==> src/rtl/lmem_arbiter_if.sv <==
// Signal bundle between the layer engines/host and the layer-memory arbiter,
// including the arbiter's registered command port toward the layer memory.
interface lmem_arbiter_if #(
  parameter int AW = 12,
  parameter int DW = 20
);
  logic [2:0]      req;
  logic [2:0]      lock;
  logic [2:0]      we;
  logic [8:0]      sel;
  logic [3*AW-1:0] addr;
  logic [3*DW-1:0] wdata;
  logic [2:0]      gnt;
  logic [2:0]      rvalid;
  logic [DW-1:0]   rdata;
  logic            cwr;
  logic            crd;
  logic [2:0]      csel;
  logic [AW-1:0]   caddr;
  logic [DW-1:0]   cdata_wr;
  logic [DW-1:0]   cdata_rd;

  modport master (
    output req, lock, we, sel, addr, wdata, cdata_rd,
    input  gnt, rvalid, rdata, cwr, crd, csel, caddr, cdata_wr
  );

  modport slave (
    input  req, lock, we, sel, addr, wdata, cdata_rd,
    output gnt, rvalid, rdata, cwr, crd, csel, caddr, cdata_wr
  );
endinterface

==> src/rtl/lmem_arbiter.sv <==
// Round-robin arbiter sharing the single-port layer memory between the conv
// write-back engine, the max-pool engine and the host read-back port.
module lmem_arbiter #(
  parameter int AW = 12,
  parameter int DW = 20
) (
  input logic          clk,
  input logic          reset,
  lmem_arbiter_if.slave bus
);

  logic [1:0]    ptr;
  logic [1:0]    owner;
  logic          locked;

  logic [1:0]    win;
  logic          win_vld;
  logic          win_we;
  logic          win_lock;
  logic [2:0]    win_sel;
  logic [AW-1:0] win_addr;
  logic [DW-1:0] win_wdata;
  logic [2:0]    gnt_w;

  logic          cwr_q;
  logic          crd_q;
  logic [2:0]    csel_q;
  logic [AW-1:0] caddr_q;
  logic [DW-1:0] cdata_wr_q;
  logic [2:0]    tag_s1;
  logic [2:0]    tag_s2;

  function automatic logic [1:0] wrap_inc(input logic [1:0] v);
    return (v == 2'd2) ? 2'd0 : v + 2'd1;
  endfunction

  // A held lock pins the grant to its owner; otherwise scan from ptr.
  always_comb begin
    logic [1:0] idx;
    win     = 2'd0;
    win_vld = 1'b0;
    idx     = ptr;
    if (locked) begin
      win     = owner;
      win_vld = bus.req[owner];
    end else begin
      for (int k = 0; k < 3; k++) begin
        if (!win_vld && bus.req[idx]) begin
          win     = idx;
          win_vld = 1'b1;
        end
        idx = wrap_inc(idx);
      end
    end
  end

  always_comb begin
    win_we    = 1'b0;
    win_lock  = 1'b0;
    win_sel   = '0;
    win_addr  = '0;
    win_wdata = '0;
    for (int i = 0; i < 3; i++) begin
      if (win == i[1:0]) begin
        win_we    = bus.we[i];
        win_lock  = bus.lock[i];
        win_sel   = bus.sel[3*i +: 3];
        win_addr  = bus.addr[AW*i +: AW];
        win_wdata = bus.wdata[DW*i +: DW];
      end
    end
  end

  assign gnt_w = win_vld ? (3'b001 << win) : 3'b000;

  // Command registers hold address/data across idle cycles; only strobes drop.
  always_ff @(posedge clk or posedge reset) begin
    if (reset) begin
      cwr_q      <= 1'b0;
      crd_q      <= 1'b0;
      csel_q     <= '0;
      caddr_q    <= '0;
      cdata_wr_q <= '0;
      ptr        <= 2'd0;
      owner      <= 2'd0;
      locked     <= 1'b0;
    end else if (win_vld) begin
      cwr_q      <= win_we;
      crd_q      <= ~win_we;
      csel_q     <= win_sel;
      caddr_q    <= win_addr;
      cdata_wr_q <= win_wdata;
      if (win_lock) begin
        locked <= 1'b1;
        owner  <= win;
      end else begin
        locked <= 1'b0;
        ptr    <= wrap_inc(win);
      end
    end else begin
      cwr_q <= 1'b0;
      crd_q <= 1'b0;
      if (locked && !bus.req[owner]) begin
        locked <= 1'b0;
        ptr    <= wrap_inc(owner);
      end
    end
  end

  // Read tags trail the command by one stage to line up with cdata_rd.
  always_ff @(posedge clk or posedge reset) begin
    if (reset) begin
      tag_s1 <= '0;
      tag_s2 <= '0;
    end else begin
      tag_s1 <= (win_vld && !win_we) ? gnt_w : 3'b000;
      tag_s2 <= tag_s1;
    end
  end

  assign bus.gnt      = gnt_w;
  assign bus.rvalid   = tag_s2;
  assign bus.rdata    = bus.cdata_rd;
  assign bus.cwr      = cwr_q;
  assign bus.crd      = crd_q;
  assign bus.csel     = csel_q;
  assign bus.caddr    = caddr_q;
  assign bus.cdata_wr = cdata_wr_q;

endmodule

==> src/flat_wrapper.sv <==
// flat-port wrapper written by rule: the top's interface ports become plain ports
module lmem_arbiter_flat 
#(
  parameter int AW = 12,
  parameter int DW = 20
)
  (clk, reset, bus_req, bus_lock, bus_we, bus_sel, bus_addr, bus_wdata, bus_cdata_rd, bus_gnt, bus_rvalid, bus_rdata, bus_cwr, bus_crd, bus_csel, bus_caddr, bus_cdata_wr);
  lmem_arbiter_if #(.AW(AW), .DW(DW)) bus_i ();
  input logic clk;
  input logic reset;
  input wire logic [$bits(bus_i.req)-1:0] bus_req;
  input wire logic [$bits(bus_i.lock)-1:0] bus_lock;
  input wire logic [$bits(bus_i.we)-1:0] bus_we;
  input wire logic [$bits(bus_i.sel)-1:0] bus_sel;
  input wire logic [$bits(bus_i.addr)-1:0] bus_addr;
  input wire logic [$bits(bus_i.wdata)-1:0] bus_wdata;
  input wire logic [$bits(bus_i.cdata_rd)-1:0] bus_cdata_rd;
  output wire logic [$bits(bus_i.gnt)-1:0] bus_gnt;
  output wire logic [$bits(bus_i.rvalid)-1:0] bus_rvalid;
  output wire logic [$bits(bus_i.rdata)-1:0] bus_rdata;
  output wire logic [$bits(bus_i.cwr)-1:0] bus_cwr;
  output wire logic [$bits(bus_i.crd)-1:0] bus_crd;
  output wire logic [$bits(bus_i.csel)-1:0] bus_csel;
  output wire logic [$bits(bus_i.caddr)-1:0] bus_caddr;
  output wire logic [$bits(bus_i.cdata_wr)-1:0] bus_cdata_wr;
  assign bus_i.req = bus_req;
  assign bus_i.lock = bus_lock;
  assign bus_i.we = bus_we;
  assign bus_i.sel = bus_sel;
  assign bus_i.addr = bus_addr;
  assign bus_i.wdata = bus_wdata;
  assign bus_i.cdata_rd = bus_cdata_rd;
  assign bus_gnt = bus_i.gnt;
  assign bus_rvalid = bus_i.rvalid;
  assign bus_rdata = bus_i.rdata;
  assign bus_cwr = bus_i.cwr;
  assign bus_crd = bus_i.crd;
  assign bus_csel = bus_i.csel;
  assign bus_caddr = bus_i.caddr;
  assign bus_cdata_wr = bus_i.cdata_wr;
  lmem_arbiter #(.AW(AW), .DW(DW)) u_core (.clk(clk), .reset(reset), .bus(bus_i));
endmodule
==> config.mk <==
export PLATFORM = sky130hd
export DESIGN_NAME = lmem_arbiter_flat
export DESIGN_NICKNAME = d
export VERILOG_FILES = /design/src/rtl/lmem_arbiter_if.sv /design/src/rtl/lmem_arbiter.sv /design/src/flat_wrapper.sv
export SDC_FILE = /design/constraint.sdc
export NUM_CORES = 1
export LEC_CHECK = 0
export BUFFER_PORTS_ARGS = -buffer_cell sky130_fd_sc_hd__buf_2
export CORE_UTILIZATION = 43
export CTS_BUF_LIST = sky130_fd_sc_hd__clkbuf_8
export DETAILED_ROUTE_END_ITERATION = 8
export PLACE_DENSITY = 0.82
export SETUP_SLACK_MARGIN = 0.4
export SYNTH_ARGS = -nofsm -noshare
export SYNTH_HDL_FRONTEND = slang
export SYNTH_SLANG_ARGS = --single-unit
==> constraint.sdc <==
create_clock -name clk -period 2.5 [get_ports clk]
set_input_delay 0.5 -clock clk [delete_from_list [all_inputs] [get_ports clk]]
set_output_delay 0.5 -clock clk [all_outputs]
set_load 0.03 [all_outputs]
==> load_flow_metrics.sql, run 1 <==
INSERT INTO impl_metrics (metric_group, metric, value, unit) VALUES
('synthesis', 'synth_seq_cells', '48', ''),
('placed_design', 'dpl.hpwl', '7.02', 'mm'),
('cells_and_area', 'ratio_of_cells_with_drive_above_1_in_the_final_layout', '44.5', '%'),
('synthesis', 'netlist_area_before_placement', '0.00298', 'mm²'),
('synthesis', 'synth-adder-area-share', '0', '%'),
('outcome', 'status', 'finished clean', ''),
('worst_setup_path', 'regToRegEndpoint', 'u_core.ptr[1]', ''),
('job', 'drv.max_cap_violation_count', '0', ''),
('worst_setup_path', 'critPathSlowestCell', 'sky130_fd_sc_hd__or4_4', ''),
('worst_setup_path', 'crit_arrival', '1.76', 'ns'),
('clock_tree', 'cts.path.max_buffers', '2', ''),
('die', 'initial_core_util', '45.6', '%'),
('placed_design', 'placement.io_buffers', '158', ''),
('cells_and_area', 'insertedDiodeCount', '0', ''),
('worst_setup_path', 'cp_max_fo', '5', ''),
('worst_setup_path', 'reg2reg_depth', '8', ''),
('clock_tree', 'clk_transition_reported_paths', '0.09', 'ns'),
('synthesis', 'synth_simple_gate_area_share', '14.6', '%'),
('synthesis', 'postSynthNetCount', '485', ''),
('worst_setup_path', 'critical_path.reg2reg.startpoint', 'u_core.locked', ''),
('timing', 'max_clock_skew', '0.00441', 'ns'),
('routing', 'dr.first_iter.drc_count', '240', ''),
('global_routing', 'grt_start_max_net_pins', '32', ''),
('cells_and_area', 'final-instance-count-excl-fill', '574', ''),
('worst_setup_path', 'critical_path.startpoint_type', 'register', ''),
('routing', 'routed_wl', '9.86', 'mm'),
('timing', 'layout_min_cycle_time', '2.26', 'ns'),
('synthesis', 'yosys.area_share.xor_xnor', '0', '%'),
('timing', 'final.period_utilization', '90.3', '%'),
('worst_setup_path', 'timing.critical_path.to_type', 'primary output', ''),
('routing', 'vias', '3319', ''),
('clock_tree', 'cts_buffers', '5', ''),
('power', 'p_leak', '1.98', 'nW'),
('global_routing', 'first_pass_grt_wire_length', '15.4', 'mm'),
('timing', 'worst-slew-pin-transition', '0.582', 'ns'),
('worst_setup_path', 'crit_path_frequent_cell', 'sky130_fd_sc_hd__buf_6', ''),
('synthesis', 'synth.mux.area_fraction', '0.336', '%'),
('cells_and_area', 'area_growth_syn_to_layout', '35.2', '%'),
('clock_tree', 'h_tree_depth_reported_by_cts', '2', ''),
('global_routing', 'antenna_violations_before_repair', '0', ''),
('timing', 'timing.fmax', '443', 'MHz'),
('global_routing', 'grt_overflow', '0', ''),
('power', 'power_per_cell_area', '1400', 'mW/mm²'),
('clock_tree', 'cts.root.buffer_cell', 'sky130_fd_sc_hd__clkbuf_8', ''),
('cells_and_area', 'final_nets', '632', ''),
('routing', 'route.detailed.wl_per_inst', '17.2', 'µm'),
('worst_setup_path', 'cp.required', '2.00', 'ns'),
('placed_design', 'placedInstanceArea', '0.00377', 'mm²'),
('synthesis', 'synth_compound_area_share', '34.3', '%'),
('die', 'floorplan.die_area', '0.00726', 'mm²'),
('timing', 'setup-violations-final', '0', ''),
('die', 'core_area', '0.00653', 'mm²'),
('placed_design', 'placedCellCount', '556', ''),
('cells_and_area', 'final_design_area_no_fill', '0.00402', 'mm²'),
('synthesis', 'yosys_warnings', '0', ''),
('synthesis', 'seq_area_frac_synth', '40.4', '%'),
('worst_setup_path', 'critical_path.startpoint', 'u_core.locked', ''),
('global_routing', 'grt_util_all_layers', '27.2', '%'),
('die', 'die_h', '85.2', 'µm'),
('synthesis', 'post_synth_inst_count', '349', ''),
('cells_and_area', 'final.fill_count', '577', ''),
('global_routing', 'grt_pass1_vias', '3172', ''),
('clock_tree', 'numClockSinks', '48', ''),
('power', 'peakVddDrop', '0.000648', 'V'),
('synthesis', 'largest_family_of_logic_cells_by_synthesized_area', 'compound AO/OA/AOI/OAI gates', ''),
('synthesis', 'synth_cell_types', '41', ''),
('timing', 'timing.final.hold_violations', '0', ''),
('worst_setup_path', 'crit_chain', 'buf_6 > or4_4 > nand2_4 > buf_8 > nor2_4 > buf_6', ''),
('routing', 'first_pass_iters', '5', ''),
('timing', 'remaining_max_slew_budget_at_the_tightest_pin', '61.1', '%'),
('die', 'placement_rows', '29', '');
## state kept, by name, summed over array words and instances (netlist names)
register             count
u_core.bus.caddr        12
u_core.bus.cdata_wr     20
u_core.bus.crd           1
u_core.bus.csel          3
u_core.bus.cwr           1
u_core.bus.rvalid        3
u_core.locked            1
u_core.owner             2
u_core.ptr               2
u_core.tag_s1            3
## where the power goes
group / total [W] / switching, W / internal, W
Sequential: 0.00142 / 0.000243 / 0.00118
Combinational: 0.00373 / 0.00231 / 0.00142
Clock: 0.000481 / 0.000260 / 0.000221
## cell usage in the layout (no fill, tap or decap), types with 2 or more instances in the layout
cell type                  count
sky130_fd_sc_hd__buf_2       155
sky130_fd_sc_hd__a21oi_1      76
sky130_fd_sc_hd__dfrtp_1      44
sky130_fd_sc_hd__o21ai_0      38
sky130_fd_sc_hd__buf_4        27
sky130_fd_sc_hd__nor2_1       25
sky130_fd_sc_hd__a21o_1       20
sky130_fd_sc_hd__nand3_1      18
sky130_fd_sc_hd__a221o_1      13
sky130_fd_sc_hd__o21a_1        8
sky130_fd_sc_hd__nor3b_1       6
sky130_fd_sc_hd__clkbuf_8      6
sky130_fd_sc_hd__nand2_1       4
sky130_fd_sc_hd__nor2_4        4
sky130_fd_sc_hd__buf_6         4
sky130_fd_sc_hd__dfrtp_2       4
sky130_fd_sc_hd__inv_1         3
sky130_fd_sc_hd__nor3_1        3
sky130_fd_sc_hd__a21boi_1      2
sky130_fd_sc_hd__nand2_4       2
sky130_fd_sc_hd__nor4_1        2
sky130_fd_sc_hd__and3_1        2
sky130_fd_sc_hd__buf_12        2
## timing repair
action                                  4_1_cts  5_1_grt
setup buffers                                 7        2
pin swaps                                     5        5
gates resized for setup                      18       11
gates cloned                                  0        1
hold buffers                                  0        0
endpoints found under the setup margin       19       33
## cell families after synthesis
kind of cell | count (synthesis)
flip-flops | 48
multiplexers | 1
AO/OA/AOI/OAI | 168
buffers and inverters | 53
AND/OR/NAND/NOR | 79
## worst max-delay path by stage
| stage | endpoint | cells past startpoint |
|---|---|---|
| after floorplan | bus_gnt[2] | 7 |
| after global placement | bus_gnt[0] | 6 |
| after detailed placement | bus_gnt[0] | 6 |
| after CTS | bus_gnt[1] | 6 |
| after global routing | bus_gnt[1] | 7 |
| final | bus_gnt[2] | 6 |
## stage by stage
step                power (W)  setup slack, ns  hold WS [ns]  TNS [ns]  util, %
floorplan             0.00392            0.405         0.331         0        -
global placement      0.00474           0.0271         0.335         0     57.7
detailed placement    0.00485          -0.0940         0.346   -0.0940     57.7
CTS                   0.00553            0.208         0.237         0     60.9
global route          0.00601            0.179         0.246         0     61.6
finish                0.00563            0.244         0.211         0     61.6
## cells in the mapped netlist
cell	count	area, µm²
sky130_fd_sc_hd__nand3_1	18	90.1
sky130_fd_sc_hd__clkbuf_1	15	56.3
sky130_fd_sc_hd__a21boi_1	1	7.51
sky130_fd_sc_hd__o21a_1	8	60.1
sky130_fd_sc_hd__inv_1	3	11.3
sky130_fd_sc_hd__o221ai_2	1	15.0
sky130_fd_sc_hd__and3_1	2	12.5
sky130_fd_sc_hd__a22oi_1	1	7.51
sky130_fd_sc_hd__nor3_1	3	15.0
sky130_fd_sc_hd__dfrtp_1	48	1200
sky130_fd_sc_hd__mux2i_1	1	10.0
sky130_fd_sc_hd__or4_1	2	15.0
sky130_fd_sc_hd__a21o_1	20	150
sky130_fd_sc_hd__nand2_4	2	22.5
sky130_fd_sc_hd__nor4_1	3	18.8
sky130_fd_sc_hd__nor2b_1	2	12.5
sky130_fd_sc_hd__a221o_1	13	130
sky130_fd_sc_hd__a21boi_0	1	7.51
sky130_fd_sc_hd__a21oi_1	77	385
sky130_fd_sc_hd__o21ai_0	40	200
sky130_fd_sc_hd__nor2_2	1	6.26
sky130_fd_sc_hd__and2_1	2	12.5
sky130_fd_sc_hd__nor2_1	27	101
sky130_fd_sc_hd__a222oi_1	1	10.0
sky130_fd_sc_hd__nor3b_1	6	45.0
sky130_fd_sc_hd__buf_2	10	50.1
sky130_fd_sc_hd__nor2_4	1	11.3
sky130_fd_sc_hd__buf_1	1	3.75
sky130_fd_sc_hd__nand4bb_1	1	11.3
sky130_fd_sc_hd__nor4bb_1	1	10.0
sky130_fd_sc_hd__buf_4	22	165
sky130_fd_sc_hd__nand2b_1	1	6.26
sky130_fd_sc_hd__nand2_1	4	15.0
sky130_fd_sc_hd__nor3_4	1	16.3
sky130_fd_sc_hd__buf_6	2	22.5
sky130_fd_sc_hd__o211ai_1	1	7.51
sky130_fd_sc_hd__or2_2	2	12.5
sky130_fd_sc_hd__o221a_2	1	11.3
sky130_fd_sc_hd__a22o_1	1	8.76
sky130_fd_sc_hd__o2bb2ai_1	1	8.76
sky130_fd_sc_hd__o2111a_1	1	11.3
## per-layer routing
metal	vias up	global-route usage [%]	part of all wire [%]
li1	1550	-	-
met1	1556	35.2	39
met2	186	45.8	49
met3	27	5.54	9.1
met4	0	9.09	2.1
met5	-	0	0
## worst max-delay path: cells and delay by family, from the launching register on
kind,cells,cell delay (ns)
buffers and inverters,3,0.40
flip-flops,1,0.40
AND/OR/NAND/NOR,3,0.64
## area by class of cell
cell class	count	area, µm²	area share (%)
flip-flops and latches	48	1210	30.0
repair buffers	189	1080	26.8
clock inverters	2	11.3	0.280
multi-input cells	249	1540	38.2
well taps	77	96.3	2.39
inverters	3	11.3	0.280
clock buffers	6	82.6	2.05
(Power assumes the default switching activity.)
==> run 2: changes to the inputs <==
--- a/config.mk
+++ b/config.mk
@@ -7,4 +7,5 @@
 export LEC_CHECK = 0
 export BUFFER_PORTS_ARGS = -buffer_cell sky130_fd_sc_hd__buf_2
+export CAP_MARGIN = 40
 export CORE_UTILIZATION = 43
 export CTS_BUF_LIST = sky130_fd_sc_hd__clkbuf_8
==> constraint.sdc (replaced) <==
create_clock -name clk -period 2.5 [get_ports clk]
set_input_delay 0 -clock clk [delete_from_list [all_inputs] [get_ports clk]]
set_output_delay 0 -clock clk [all_outputs]
set_load 0.03 [all_outputs]
==> load_flow_metrics.sql, run 2 (synthesis gave the netlist of run 1 again) <==
INSERT INTO impl_metrics (metric_group, metric, value, unit) VALUES
('outcome', 'status', 'finished, violations left', ''),
('outcome', 'failed_checks', 'negative hold slack', ''),
('timing', 'timing.fmax', '476', 'MHz'),
('routing', 'route.detailed.wl_per_inst', '18.0', 'µm'),
('timing', 'setup-violations-final', '0', ''),
('worst_setup_path', 'criticalPathCategory', 'reg2out', ''),
('job', 'drv.max_cap_violation_count', '0', ''),
('min_path', 'worst_hold_path_type', 'in2reg', ''),
('power', 'peakVddDrop', '0.000732', 'V'),
('routing', 'dr.first_iter.drc_count', '293', ''),
('worst_setup_path', 'cp.required', '2.50', 'ns'),
('clock_tree', 'numClockSinks', '48', ''),
('power', 'cellInternalPower', '0.00284', 'W'),
('placed_design', 'placedInstanceArea', '0.00370', 'mm²'),
('timing', 'remaining_max_slew_budget_at_the_tightest_pin', '42.0', '%'),
('global_routing', 'grt_overflow', '0', ''),
('timing', 'worst-slew-pin-transition', '0.862', 'ns'),
('clock_tree', 'cts.path.max_buffers', '2', ''),
('die', 'die_h', '85.2', 'µm'),
('routing', 'remaining_drc_errors', '0', ''),
('routing', 'detail_routed_via_count_per_cell', '5.93', ''),
('routing', 'first_pass_iters', '5', ''),
('clock_tree', 'clk_transition_reported_paths', '0.10', 'ns'),
('cells_and_area', 'layout.core_utilization', '66.8', '%'),
('timing', 'final.period_utilization', '84.0', '%'),
('die', 'core_area', '0.00653', 'mm²'),
('cells_and_area', 'final_nets', '670', ''),
('global_routing', 'first_pass_grt_wire_length', '16.8', 'mm'),
('cells_and_area', 'insertedDiodeCount', '0', ''),
('clock_tree', 'clk_latency', '0.31', 'ns'),
('worst_setup_path', 'cp_max_fo', '17', ''),
('die', 'placement_rows', '29', ''),
('power', 'power_per_cell_area', '1300', 'mW/mm²'),
('timing', 'finalHoldWorstSlack', '-0.00337', 'ns'),
('power', 'power.share.clock', '10.3', '%'),
('routing', 'vias', '3628', ''),
('die', 'io_pins', '199', ''),
('worst_setup_path', 'critical_path.startpoint_type', 'register', ''),
('timing', 'maxSlewViolCount', '0', ''),
('timing', 'timing.final.hold_violations', '2', ''),
('timing', 'max_clock_skew', '0.0104', 'ns'),
('cells_and_area', 'commonest_cells_after_routing_fill_and_taps_aside', '158 x sky130_fd_sc_hd__buf_2, 77 x sky130_fd_sc_hd__a21oi_1, 45 x sky130_fd_sc_hd__dfrtp_1', ''),
('global_routing', 'grt_start_max_net_pins', '27', ''),
('placed_design', 'routabilityCongestion', '0.868', ''),
('clock_tree', 'cts_buffers', '5', ''),
('power', 'p_comb_share', '64.3', '%'),
('cells_and_area', 'final_design_area_no_fill', '0.00436', 'mm²'),
('cells_and_area', 'largest_register_ffs', '20', ''),
('clock_tree', 'h_tree_depth_reported_by_cts', '2', ''),
('cells_and_area', 'final.fill_count', '502', ''),
('die', 'die_w', '85.2', 'µm'),
('worst_setup_path', 'crit_arrival', '2.10', 'ns'),
('clock_tree', 'cts.root.buffer_cell', 'sky130_fd_sc_hd__clkbuf_8', ''),
('power', 'switching_share', '50.0', '%'),
('power', 'total_power', '0.00567', 'W'),
('routing', 'routed_wl', '11.0', 'mm'),
('power', 'power.share.sequential', '25.4', '%'),
('cells_and_area', 'combined_flip_flop_and_latch_cell_area', '0.00120', 'mm²'),
('timing', 'layout_min_cycle_time', '2.10', 'ns'),
('power', 'p_leak', '2.13', 'nW'),
('timing', 'totalNegativeSetupSlack', '0', 'ns'),
('cells_and_area', 'layout.cells.most_common', 'sky130_fd_sc_hd__buf_2', ''),
('global_routing', 'grt_util_all_layers', '29.6', '%'),
('power', 'switching_power', '0.00284', 'W'),
('timing', 'rsz0062_at_grt', 'true', ''),
('die', 'initial_core_util', '45.6', '%'),
('cells_and_area', 'area_growth_syn_to_layout', '46.7', '%'),
('cells_and_area', 'multi_input_comb_area', '0.00150', 'mm²'),
('global_routing', 'grt_pass1_vias', '3551', ''),
('clock_tree', 'tritoncts', 'done', ''),
('routing', 'ant_nets', '0', ''),
('worst_setup_path', 'timing.critical_path.to_type', 'primary output', ''),
('die', 'floorplan.die_area', '0.00726', 'mm²'),
('global_routing', 'antenna_violations_before_repair', '0', ''),
('placed_design', 'placement.io_buffers', '158', ''),
('cells_and_area', 'ratio_of_cells_with_drive_above_1_in_the_final_layout', '39.6', '%'),
('placed_design', 'dpl.hpwl', '7.13', 'mm');
[run 2: cell types whose count changed in the layout (fill, tap and decap cells not counted), moves of 2 or more]
| cell | change |
|---|---|
| sky130_fd_sc_hd__nor2_1 | +2 |
| sky130_fd_sc_hd__buf_6 | -4 |
| sky130_fd_sc_hd__dlygate4sd3_1 | +42 |
| sky130_fd_sc_hd__clkinv_4 | +2 |
| sky130_fd_sc_hd__nor2_4 | -3 |
| sky130_fd_sc_hd__buf_4 | -3 |
| sky130_fd_sc_hd__buf_2 | +3 |
[run 2: critical path, stage by stage, from the launching register on]
cell	delay [ns]
sky130_fd_sc_hd__dfrtp_2	0.51
sky130_fd_sc_hd__nand4bb_1	0.31
sky130_fd_sc_hd__and2_1	0.24
sky130_fd_sc_hd__nand2_4	0.07
sky130_fd_sc_hd__nor3_4	0.16
sky130_fd_sc_hd__buf_4	0.26
sky130_fd_sc_hd__buf_2	0.24
[run 2: worst paths after layout]
path                                   from                 endpoint  slack, ns  depth (start not counted)
setup / recovery              u_core.locked               bus_gnt[0]       0.40                          6
hold / removal                   bus_sel[4]       u_core.bus.csel[1]     -0.003                          3
setup reg to reg              u_core.locked  u_core.bus.cdata_wr[13]       0.49                          6
hold reg to reg            u_core.tag_s1[1]     u_core.bus.rvalid[1]       0.37                          0
max in group asynchronous             reset            u_core.locked       1.71                          4
min in group asynchronous             reset   u_core.bus.cdata_wr[9]       0.26                          3
[run 2: layout make-up]
type | count | area share [%]
timing repair buffer | 226 | 32.8
inverter | 3 | 0.258
tap | 77 | 2.21
clock buffer | 5 | 1.58
sequential | 48 | 27.6
multi-input combinational | 250 | 34.5
clock inverter | 3 | 1.09
[run 2: power by group through the flow]
stage	clock [W]	combinational, W	sequential [W]
2_1_floorplan	0	0.00186	0.00203
3_3_place_gp	0	0.00322	0.00143
3_5_place_dp	0	0.00333	0.00144
4_1_cts	0.000589	0.00342	0.00144
5_1_grt	0.000619	0.00389	0.00149
6_report	0.000582	0.00365	0.00144
[run 2: routing by layer]
metal,GRT usage [%],wire (µm),vias to the layer above
met5,0,0,-
met4,12.9,390,0
met2,50.8,5390,246
met1,37.0,4400,1694
met3,4.38,814,54
li1,-,-,1634
[run 2: what timing repair did]
action	4_1_cts	5_1_grt
resized for setup	6	2
setup buffers	0	11
cloned	2	0
pin swaps	2	1
setup endpoints to repair	25	33
endpoints found under the hold margin	51	1
hold buffers	41	1
[run 2: metrics by stage]
| stage | hold slack [ns] | instances | setup WS [ns] |
|---|---|---|---|
| floorplan | 0.0735 | 349 | 0.643 |
| global placement | 0.000205 | 548 | 0.439 |
| detailed placement | 0.000205 | 549 | 0.359 |
| CTS | 0.000205 | 600 | 0.414 |
| global route | 0.0000528 | 612 | 0.312 |
| finish | -0.00337 | 612 | 0.401 |
